===== src/rtl/hazard_stall_unit_pkg.sv =====
// rtl/hazard_stall_unit_pkg.sv - shared pipeline definitions for the hazard/stall controller
package hazard_stall_unit_pkg;

   typedef enum logic [1:0] {
      ST_RUN        = 2'd0,
      ST_LOAD_STALL = 2'd1
   } state_t;

   localparam logic [4:0] REG_ZERO = 5'd0;

   typedef struct packed {
      logic pc_write;
      logic if_id_write;
      logic id_ex_write;
      logic ex_mem_write;
      logic if_id_flush;
      logic id_ex_bubble;
   } ctrl_t;

   localparam ctrl_t CTRL_RUN    = '{1'b1, 1'b1, 1'b1, 1'b1, 1'b0, 1'b0};
   localparam ctrl_t CTRL_FREEZE = '{1'b0, 1'b0, 1'b0, 1'b0, 1'b0, 1'b0};
   localparam ctrl_t CTRL_FLUSH  = '{1'b1, 1'b1, 1'b1, 1'b1, 1'b1, 1'b1};
   localparam ctrl_t CTRL_BUBBLE = '{1'b0, 1'b0, 1'b1, 1'b1, 1'b0, 1'b1};

   // x0 is hardwired to zero, so a load targeting it never feeds a consumer.
   function automatic logic load_use_hazard(
      input logic       memread,
      input logic [4:0] rd,
      input logic [4:0] rs1,
      input logic [4:0] rs2,
      input logic       uses_rs2
   );
      return memread && (rd != REG_ZERO) &&
             ((rd == rs1) || (uses_rs2 && (rd == rs2)));
   endfunction

endpackage


===== src/rtl/hazard_stall_unit_if.sv =====
// rtl/hazard_stall_unit_if.sv - pipeline-side signal bundle of the hazard/stall controller
interface hazard_stall_unit_if #(
   parameter int COUNT_W = 32
);
   logic [4:0]         if_id_reg_rs1;
   logic [4:0]         if_id_reg_rs2;
   logic               if_id_uses_rs2;
   logic               id_ex_memread;
   logic [4:0]         id_ex_reg_rd;
   logic               ex_branch_taken;
   logic               dmem_busy;
   logic               pc_write;
   logic               if_id_write;
   logic               id_ex_write;
   logic               ex_mem_write;
   logic               if_id_flush;
   logic               id_ex_bubble;
   logic [COUNT_W-1:0] stall_count;
   logic [COUNT_W-1:0] flush_count;
   logic [COUNT_W-1:0] freeze_count;

   modport master (
      output if_id_reg_rs1, if_id_reg_rs2, if_id_uses_rs2, id_ex_memread,
             id_ex_reg_rd, ex_branch_taken, dmem_busy,
      input  pc_write, if_id_write, id_ex_write, ex_mem_write, if_id_flush,
             id_ex_bubble, stall_count, flush_count, freeze_count
   );

   modport slave (
      input  if_id_reg_rs1, if_id_reg_rs2, if_id_uses_rs2, id_ex_memread,
             id_ex_reg_rd, ex_branch_taken, dmem_busy,
      output pc_write, if_id_write, id_ex_write, ex_mem_write, if_id_flush,
             id_ex_bubble, stall_count, flush_count, freeze_count
   );
endinterface


===== src/rtl/hazard_stall_unit_sat_counter.sv =====
// rtl/hazard_stall_unit_sat_counter.sv - saturating event counter
module sat_counter #(
   parameter int W = 32
) (
   input  logic         clk,
   input  logic         reset,
   input  logic         inc,
   output logic [W-1:0] q
);
   logic [W-1:0] r_q;

   always_ff @(posedge clk) begin
      if (reset) begin
         r_q <= '0;
      end else if (inc && (r_q != {W{1'b1}})) begin
         r_q <= r_q + W'(1);
      end
   end

   assign q = r_q;

endmodule


===== src/rtl/hazard_stall_unit.sv =====
// rtl/hazard_stall_unit.sv - stall/flush/freeze controller for the 5-stage RV32 pipeline
module hazard_stall_unit
   import hazard_stall_unit_pkg::*;
#(
   parameter int LOAD_USE_BUBBLES = 1,
   parameter int COUNT_W          = 32
) (
   input  logic             clk,
   input  logic             reset,
   hazard_stall_unit_if.slave bus
);
   localparam logic [1:0] BUB_INIT = 2'(LOAD_USE_BUBBLES - 1);

   state_t     r_state;
   logic [1:0] r_bub_left;

   state_t     w_next_state;
   logic [1:0] w_next_bub;
   ctrl_t      w_ctrl;
   logic       w_luh;
   logic       w_inc_stall;
   logic       w_inc_flush;
   logic       w_inc_freeze;

   assign w_luh = load_use_hazard(bus.id_ex_memread, bus.id_ex_reg_rd,
                                  bus.if_id_reg_rs1, bus.if_id_reg_rs2,
                                  bus.if_id_uses_rs2);

   always_comb begin
      w_ctrl       = CTRL_RUN;
      w_next_state = r_state;
      w_next_bub   = r_bub_left;
      w_inc_stall  = 1'b0;
      w_inc_flush  = 1'b0;
      w_inc_freeze = 1'b0;
      if (reset) begin
         w_ctrl = CTRL_FREEZE;
      end else if (bus.dmem_busy) begin
         // EX is frozen too, so the branch and hazard are re-evaluated afterwards.
         w_ctrl       = CTRL_FREEZE;
         w_inc_freeze = 1'b1;
      end else if (bus.ex_branch_taken) begin
         // A pending load stall dies with its squashed consumer.
         w_ctrl       = CTRL_FLUSH;
         w_next_state = ST_RUN;
         w_next_bub   = 2'd0;
         w_inc_flush  = 1'b1;
      end else if (r_state == ST_RUN && w_luh) begin
         w_ctrl      = CTRL_BUBBLE;
         w_inc_stall = 1'b1;
         if (LOAD_USE_BUBBLES > 1) begin
            w_next_state = ST_LOAD_STALL;
            w_next_bub   = BUB_INIT;
         end
      end else if (r_state == ST_LOAD_STALL) begin
         w_ctrl      = CTRL_BUBBLE;
         w_inc_stall = 1'b1;
         w_next_bub  = r_bub_left - 2'd1;
         if (r_bub_left == 2'd1) begin
            w_next_state = ST_RUN;
         end
      end
   end

   always_ff @(posedge clk) begin
      if (reset) begin
         r_state    <= ST_RUN;
         r_bub_left <= 2'd0;
      end else begin
         r_state    <= w_next_state;
         r_bub_left <= w_next_bub;
      end
   end

   assign bus.pc_write     = w_ctrl.pc_write;
   assign bus.if_id_write  = w_ctrl.if_id_write;
   assign bus.id_ex_write  = w_ctrl.id_ex_write;
   assign bus.ex_mem_write = w_ctrl.ex_mem_write;
   assign bus.if_id_flush  = w_ctrl.if_id_flush;
   assign bus.id_ex_bubble = w_ctrl.id_ex_bubble;

   sat_counter #(.W(COUNT_W)) u_stall_cnt (
      .clk   (clk),
      .reset (reset),
      .inc   (w_inc_stall),
      .q     (bus.stall_count)
   );

   sat_counter #(.W(COUNT_W)) u_flush_cnt (
      .clk   (clk),
      .reset (reset),
      .inc   (w_inc_flush),
      .q     (bus.flush_count)
   );

   sat_counter #(.W(COUNT_W)) u_freeze_cnt (
      .clk   (clk),
      .reset (reset),
      .inc   (w_inc_freeze),
      .q     (bus.freeze_count)
   );

endmodule


===== src/flat_wrapper.sv =====
// flat-port wrapper written by rule: the top's interface ports become plain ports
module hazard_stall_unit_flat import hazard_stall_unit_pkg::*;
#(
   parameter int LOAD_USE_BUBBLES = 1,
   parameter int COUNT_W          = 32
)
  (clk, reset, bus_if_id_reg_rs1, bus_if_id_reg_rs2, bus_if_id_uses_rs2, bus_id_ex_memread, bus_id_ex_reg_rd, bus_ex_branch_taken, bus_dmem_busy, bus_pc_write, bus_if_id_write, bus_id_ex_write, bus_ex_mem_write, bus_if_id_flush, bus_id_ex_bubble, bus_stall_count, bus_flush_count, bus_freeze_count);
  hazard_stall_unit_if #(.COUNT_W(COUNT_W)) bus_i ();
  input  logic clk;
  input  logic reset;
  input wire logic [$bits(bus_i.if_id_reg_rs1)-1:0] bus_if_id_reg_rs1;
  input wire logic [$bits(bus_i.if_id_reg_rs2)-1:0] bus_if_id_reg_rs2;
  input wire logic [$bits(bus_i.if_id_uses_rs2)-1:0] bus_if_id_uses_rs2;
  input wire logic [$bits(bus_i.id_ex_memread)-1:0] bus_id_ex_memread;
  input wire logic [$bits(bus_i.id_ex_reg_rd)-1:0] bus_id_ex_reg_rd;
  input wire logic [$bits(bus_i.ex_branch_taken)-1:0] bus_ex_branch_taken;
  input wire logic [$bits(bus_i.dmem_busy)-1:0] bus_dmem_busy;
  output wire logic [$bits(bus_i.pc_write)-1:0] bus_pc_write;
  output wire logic [$bits(bus_i.if_id_write)-1:0] bus_if_id_write;
  output wire logic [$bits(bus_i.id_ex_write)-1:0] bus_id_ex_write;
  output wire logic [$bits(bus_i.ex_mem_write)-1:0] bus_ex_mem_write;
  output wire logic [$bits(bus_i.if_id_flush)-1:0] bus_if_id_flush;
  output wire logic [$bits(bus_i.id_ex_bubble)-1:0] bus_id_ex_bubble;
  output wire logic [$bits(bus_i.stall_count)-1:0] bus_stall_count;
  output wire logic [$bits(bus_i.flush_count)-1:0] bus_flush_count;
  output wire logic [$bits(bus_i.freeze_count)-1:0] bus_freeze_count;
  assign bus_i.if_id_reg_rs1 = bus_if_id_reg_rs1;
  assign bus_i.if_id_reg_rs2 = bus_if_id_reg_rs2;
  assign bus_i.if_id_uses_rs2 = bus_if_id_uses_rs2;
  assign bus_i.id_ex_memread = bus_id_ex_memread;
  assign bus_i.id_ex_reg_rd = bus_id_ex_reg_rd;
  assign bus_i.ex_branch_taken = bus_ex_branch_taken;
  assign bus_i.dmem_busy = bus_dmem_busy;
  assign bus_pc_write = bus_i.pc_write;
  assign bus_if_id_write = bus_i.if_id_write;
  assign bus_id_ex_write = bus_i.id_ex_write;
  assign bus_ex_mem_write = bus_i.ex_mem_write;
  assign bus_if_id_flush = bus_i.if_id_flush;
  assign bus_id_ex_bubble = bus_i.id_ex_bubble;
  assign bus_stall_count = bus_i.stall_count;
  assign bus_flush_count = bus_i.flush_count;
  assign bus_freeze_count = bus_i.freeze_count;
  hazard_stall_unit #(.LOAD_USE_BUBBLES(LOAD_USE_BUBBLES), .COUNT_W(COUNT_W)) u_core (.clk(clk), .reset(reset), .bus(bus_i));
endmodule

===== config.mk =====
export PLATFORM = sky130hd
export DESIGN_NAME = hazard_stall_unit_flat
export DESIGN_NICKNAME = d
export VERILOG_FILES = /design/src/rtl/hazard_stall_unit_pkg.sv /design/src/rtl/hazard_stall_unit_if.sv /design/src/rtl/hazard_stall_unit_sat_counter.sv /design/src/rtl/hazard_stall_unit.sv /design/src/flat_wrapper.sv
export SDC_FILE = /design/constraint.sdc
export NUM_CORES = 1
export LEC_CHECK = 0
export ABC_AREA = 1
export CELL_PAD_IN_SITES_DETAIL_PLACEMENT = 0
export CELL_PAD_IN_SITES_GLOBAL_PLACEMENT = 1
export CORE_MARGIN = 3
export CORE_UTILIZATION = 38
export DETAILED_ROUTE_END_ITERATION = 12
export PLACE_DENSITY = 0.9
export SYNTH_ARGS = -nofsm -noshare
export SYNTH_HDL_FRONTEND = slang
export SYNTH_SLANG_ARGS = --single-unit

===== constraint.sdc =====
create_clock -name clk -period 5.3 [get_ports clk]
set_clock_uncertainty 0.1 [all_clocks]
set_input_delay 1.06 -clock clk [delete_from_list [all_inputs] [get_ports clk]]
set_output_delay 1.06 -clock clk [all_outputs]
set_load 0.02 [all_outputs]

* Yosys cells after proc, flatten, opt, wreduce, memory -nomap -nowiden
Cells that the tools add are included.
** Operators by class
- Add/subtract/negate cells :: 4
- Bitwise operators :: 1
- Eq/ne operators :: 8
- Multiplexer cells :: 22
- Reductions and logical operators :: 14
** Operator list (number)
- adder 32 x 1 -> 32 bit (second input constant) :: 3
- inequality test 32 bit (second input constant) :: 3
- 2-to-1 mux 6 bit :: 5
- 2-to-1 mux 2 bit :: 7
- equality test 5 bit :: 2
- 2-to-1 mux 1 bit :: 10
- logical AND 1 bit :: 7
- nonzero test 5 bit :: 1
- equality test 2 x 1 -> 1 bit (second input constant) :: 2
- AND reduction 4 bit :: 1
- nonzero test 2 bit :: 2
- AND reduction 3 bit :: 1
- logical NOT 2 bit :: 1
- inequality test 2 bit (second input constant) :: 1
- subtractor 2 x 1 -> 2 bit (second input constant) :: 1
- logical OR 1 bit :: 1
- inverter 1 bit :: 1
** Word-level totals
- Register bits after elaboration :: 100
- Output and inout bits :: 102

* Longest topological paths before layout
- Depth in word-level cells :: 10
- Mapped depth :: 13
- Mapped depth without buffers :: 12

* Modules after synthesis
A second synthesis with hierarchy kept.
** Unflattened totals
- Cell total of the unflattened synthesis :: 1038
- Area total of the unflattened synthesis :: 6466.2 um^2
** By module, submodules not included
- sat_counter :: area an instance 2062.0 um^2, instances 3, cells each 324, seq. area each 640.6 um^2
- hazard_stall_unit :: area an instance 280.3 um^2, instances 1, cells each 66, seq. area each 0.0 um^2

* Worst setup path before layout
OpenSTA, ideal clock, no wires.
- Kind :: input to output
- Start :: in reset
- End :: out bus_id_ex_bubble
- Arrival :: 1.962 ns
- Stages on the path :: 3
- Slack :: 2.178 ns
- Data required time :: 4.140 ns
- Cells stage by stage :: nor2_2 > inv_1 > o21ai_0
** Between the ends
- Word-level cells in the longest chain between the ends :: 1
** RTL lines
- from (decl) :: line flat_wrapper.sv:10 : input logic reset;
- 2-to-1 mux 6 bit :: line hazard_stall_unit.sv:36 : if (reset) begin
- to (decl) :: line flat_wrapper.sv:23 : output wire logic [$bits(bus_i.id_ex_bubble)-1:0] bus_id_ex_bubble;
No other way between the ends.

* Worst setup path after layout
- Start :: in bus_id_ex_reg_rd[2]
- End :: out bus_id_ex_bubble
** Between the ends
- Word-level cells in the longest chain between the ends :: 9
- Elaborated cells on any way between the ends :: 12
- Classes of those cells :: eq/ne: 2; mux: 4; reduce/logical: 6
** RTL lines
- from (decl) :: line flat_wrapper.sv:15 : input wire logic [$bits(bus_i.id_ex_reg_rd)-1:0] bus_id_ex_reg_rd;
- equality test 5 bit :: line hazard_stall_unit_pkg.sv:34 : ((rd == rs1) || (uses_rs2 && (rd == rs2)));
- logical AND 1 bit :: line hazard_stall_unit_pkg.sv:34
- logical OR 1 bit :: line hazard_stall_unit_pkg.sv:34
- logical AND 1 bit * :: line hazard_stall_unit_pkg.sv:33 : return memread && (rd != REG_ZERO) &&
- logical AND 1 bit * :: line hazard_stall_unit.sv:48 : end else if (r_state == ST_RUN && w_luh) begin
- 2-to-1 mux 6 bit * :: line hazard_stall_unit.sv:48
- 2-to-1 mux 6 bit * :: line hazard_stall_unit.sv:42 : end else if (bus.ex_branch_taken) begin
- 2-to-1 mux 6 bit * :: line hazard_stall_unit.sv:38 : end else if (bus.dmem_busy) begin
- 2-to-1 mux 6 bit * :: line hazard_stall_unit.sv:36
Every way passes the cells marked *; elsewhere a longest branch is shown, timed or not.

==> qor.txt <==
postcts setup bufs - 0
Max Fclk - 246 MHz
Crit path required time - 4140 ps
routed via count - 6093
row cnt - 44
Flop pwr share - 47.2%
1st-iter DRT viols - 335
Post-Syn Instances - 934
worst path arrival time - 2900 ps
Area Overhead vs Synth - 27.6%
Overflow after GRT - 0
final number of hold-violating endpoints - 0
first-pass GRT wire length - 27200 um
area of the mapped netlist - 5810 um2
synthesized flop and latch total - 96
CTS Sinks - 96
Yosys top cell area share - 33.1%
vias in the first global route - 5439
Psw - 0.343 mW
chip height - 130 um
fin area - 7420 um2
fin crit share - 76.6%
Slew HR - 28.8%
Die Wd - 130 um
worst vdd ir - 0.000155 V
sequential element share of the synthesized area - 33.1%
Hold Path Class - register to register
Least-Margin Pin Slew - 1060 ps
Leak - 2.67 nW
Max Slew Vio Count - 0
worst-skew pair later-pin latency - 340 ps
Starting Density - 39.4%
Placed Area - 7090 um2
ANT cells - 0
Filler Cell Count - 1568
final setup violation count - 0
CP max FO - 4
CP Launch Type - primary input
Max Buffers Root-to-Sink - 2
post-route ant nets - 0
Hold Buf Count CTS - 0
Setup Total Neg Slack - 0 ps
Syn Area/Cell - 6.23 um2
Unique masters post-synth - 33
vias per inst - 4.95
FF-to-FF setup slack - 2810 ps
synth warn - 0
Final min period - 4060 ps
Internal Power - 1.19 mW
Switching Fraction - 22.3%
Worst-path clk slew - 70 ps
nets - 1065
largest area contributor in the netlist - dfxtp_1
GP Congestion - 0.900
core area - 14800 um2
CTS tree - yes
setup repair after global routing missed its margin - false
Top Ports - 123
ratio of total power to cell area - 207 nW/um2
Clk network pwr share - 47.2%
largest net degree at the start of global routing - 54
I/O Buffers - 122
maxcap violations - 0
CTS resizes - 0
Post-DP HPWL - 12300 um
WL per Instance - 13.7 um
syn nets - 958
Die ar. - 16800 um2
total wire length - 16900 um
status - completed
H-tree depth - 3
drt pass-1 iters - 5
critical path capture point type - output pin
crit path kind - primary input to output pin
Root Buffer - clkbuf_16
GRT Total Usage - 20.1%
fraction of layout cells with a size suffix above 1 - 4.59%
DRC Markers - 0
initial antenna violation count - 0
top cells by area, synth - dfxtp_1 (33%), nand2_1 (19%), nor2_1 (9.5%)
combinational share of power - 5.7%
Num CTS Buffers - 9
-- power groups by stage --
stage | Sequential [mW] | Combinational [mW] | Clock [mW]
CTS | 0.726 | 0.0881 | 0.747
finish | 0.726 | 0.0869 | 0.725
global route | 0.726 | 0.0971 | 0.769
floorplan | 0.744 | 0.0527 | 0
global placement | 0.742 | 0.0874 | 0
detailed placement | 0.742 | 0.0878 | 0
-- layout make-up --
type,count,area (um2),share of cell area [%]
multi-input cells,729,3400,45.8
inverters,81,304,4.10
flip-flops and latches,96,1920,25.9
well taps,184,230,3.10
repair buffers,124,1230,16.6
clock buffers,11,253,3.41
clock inverters,5,78.8,1.06
-- per-layer routing --
layer	track usage, %	routed length, um	vias to the layer above
met4	5.68	298	0
met3	4.13	967	22
met2	31.5	7530	161
li1	-	-	3187
met1	28.0	8100	2723
met5	0	0	-
-- kinds of logic after synthesis --
kind of cell	Yosys count	share of synthesized area, %
XOR/XNOR	40	6.03
adder cells (fa/ha/maj)	3	0.646
buffers and inverters	109	8.50
flip-flops	96	33.1
AO/OA/AOI/OAI	101	8.82
AND/OR/NAND/NOR	585	43.0
-- synthesized netlist by cell type, drive strengths merged --
cell type,count
nand4,15
xor2,26
nor3,34
inv,81
nand2,302
a21oi,82
nand3b,2
nor2,158
ha,3
o21ai,19
clkbuf,9
nand3,61
buf,19
xnor2,14
and3,2
and2,2
nor4,4
dfxtp,96
or2,1
nor3b,4
-- metrics by stage --
step / power (mW) / hold slack [ps] / setup slack, ps / instances / utilization [%]
after floorplan: 0.797 / 448 / 2180 / 934 / -
after global placement: 0.830 / 385 / 1250 / 1214 / 48.0
after global routing: 1.59 / 432 / 1100 / 1230 / 50.3
after detailed placement: 0.830 / 388 / 1220 / 1214 / 48.0
final: 1.54 / 396 / 1240 / 1230 / 50.3
after CTS: 1.56 / 401 / 1230 / 1230 / 50.3
-- worst max-delay path, stage by stage --
cell,delay (ps)
clkdlybuf4s50_1,540
nand2_1,70
inv_1,50
nor2_1,30
nor2_1,100
nand3_1,80
nand2_1,100
nand3_1,130
o21ai_0,110
clkdlybuf4s50_1,640
-- flip-flops by register name, summed over array words and instances, names as in the netlist --
register               flops
u_core.u_flush_cnt.q      32
u_core.u_freeze_cnt.q     32
u_core.u_stall_cnt.q      32
-- layout by cell type, fill, tap and decap left out, drive strengths merged, types with 11 or more instances in the layout --
cell	instances
nor2	158
a21oi	82
dfxtp	96
inv	81
o21ai	19
xor2	26
nor3	34
nand4	15
nand2	302
xnor2	14
clkdlybuf4s50	121
clkbuf	11
nand3	61
-- final timing paths --
| check | from | endpoint | cells past startpoint |
|---|---|---|---|
| setup / recovery | bus_id_ex_reg_rd[2] | bus_id_ex_bubble | 10 |
| setup reg to reg | u_core.u_stall_cnt.q[0]$_SDFFE_PP0P_ | u_core.u_stall_cnt.q[26]$_SDFFE_PP0P_ | 11 |
| hold / removal | u_core.u_flush_cnt.q[31]$_SDFFE_PP0P_ | u_core.u_flush_cnt.q[31]$_SDFFE_PP0P_ | 2 |
| hold reg to reg | u_core.u_flush_cnt.q[31]$_SDFFE_PP0P_ | u_core.u_flush_cnt.q[31]$_SDFFE_PP0P_ | 2 |
Note: power is estimated with default switching activity, not from simulation.
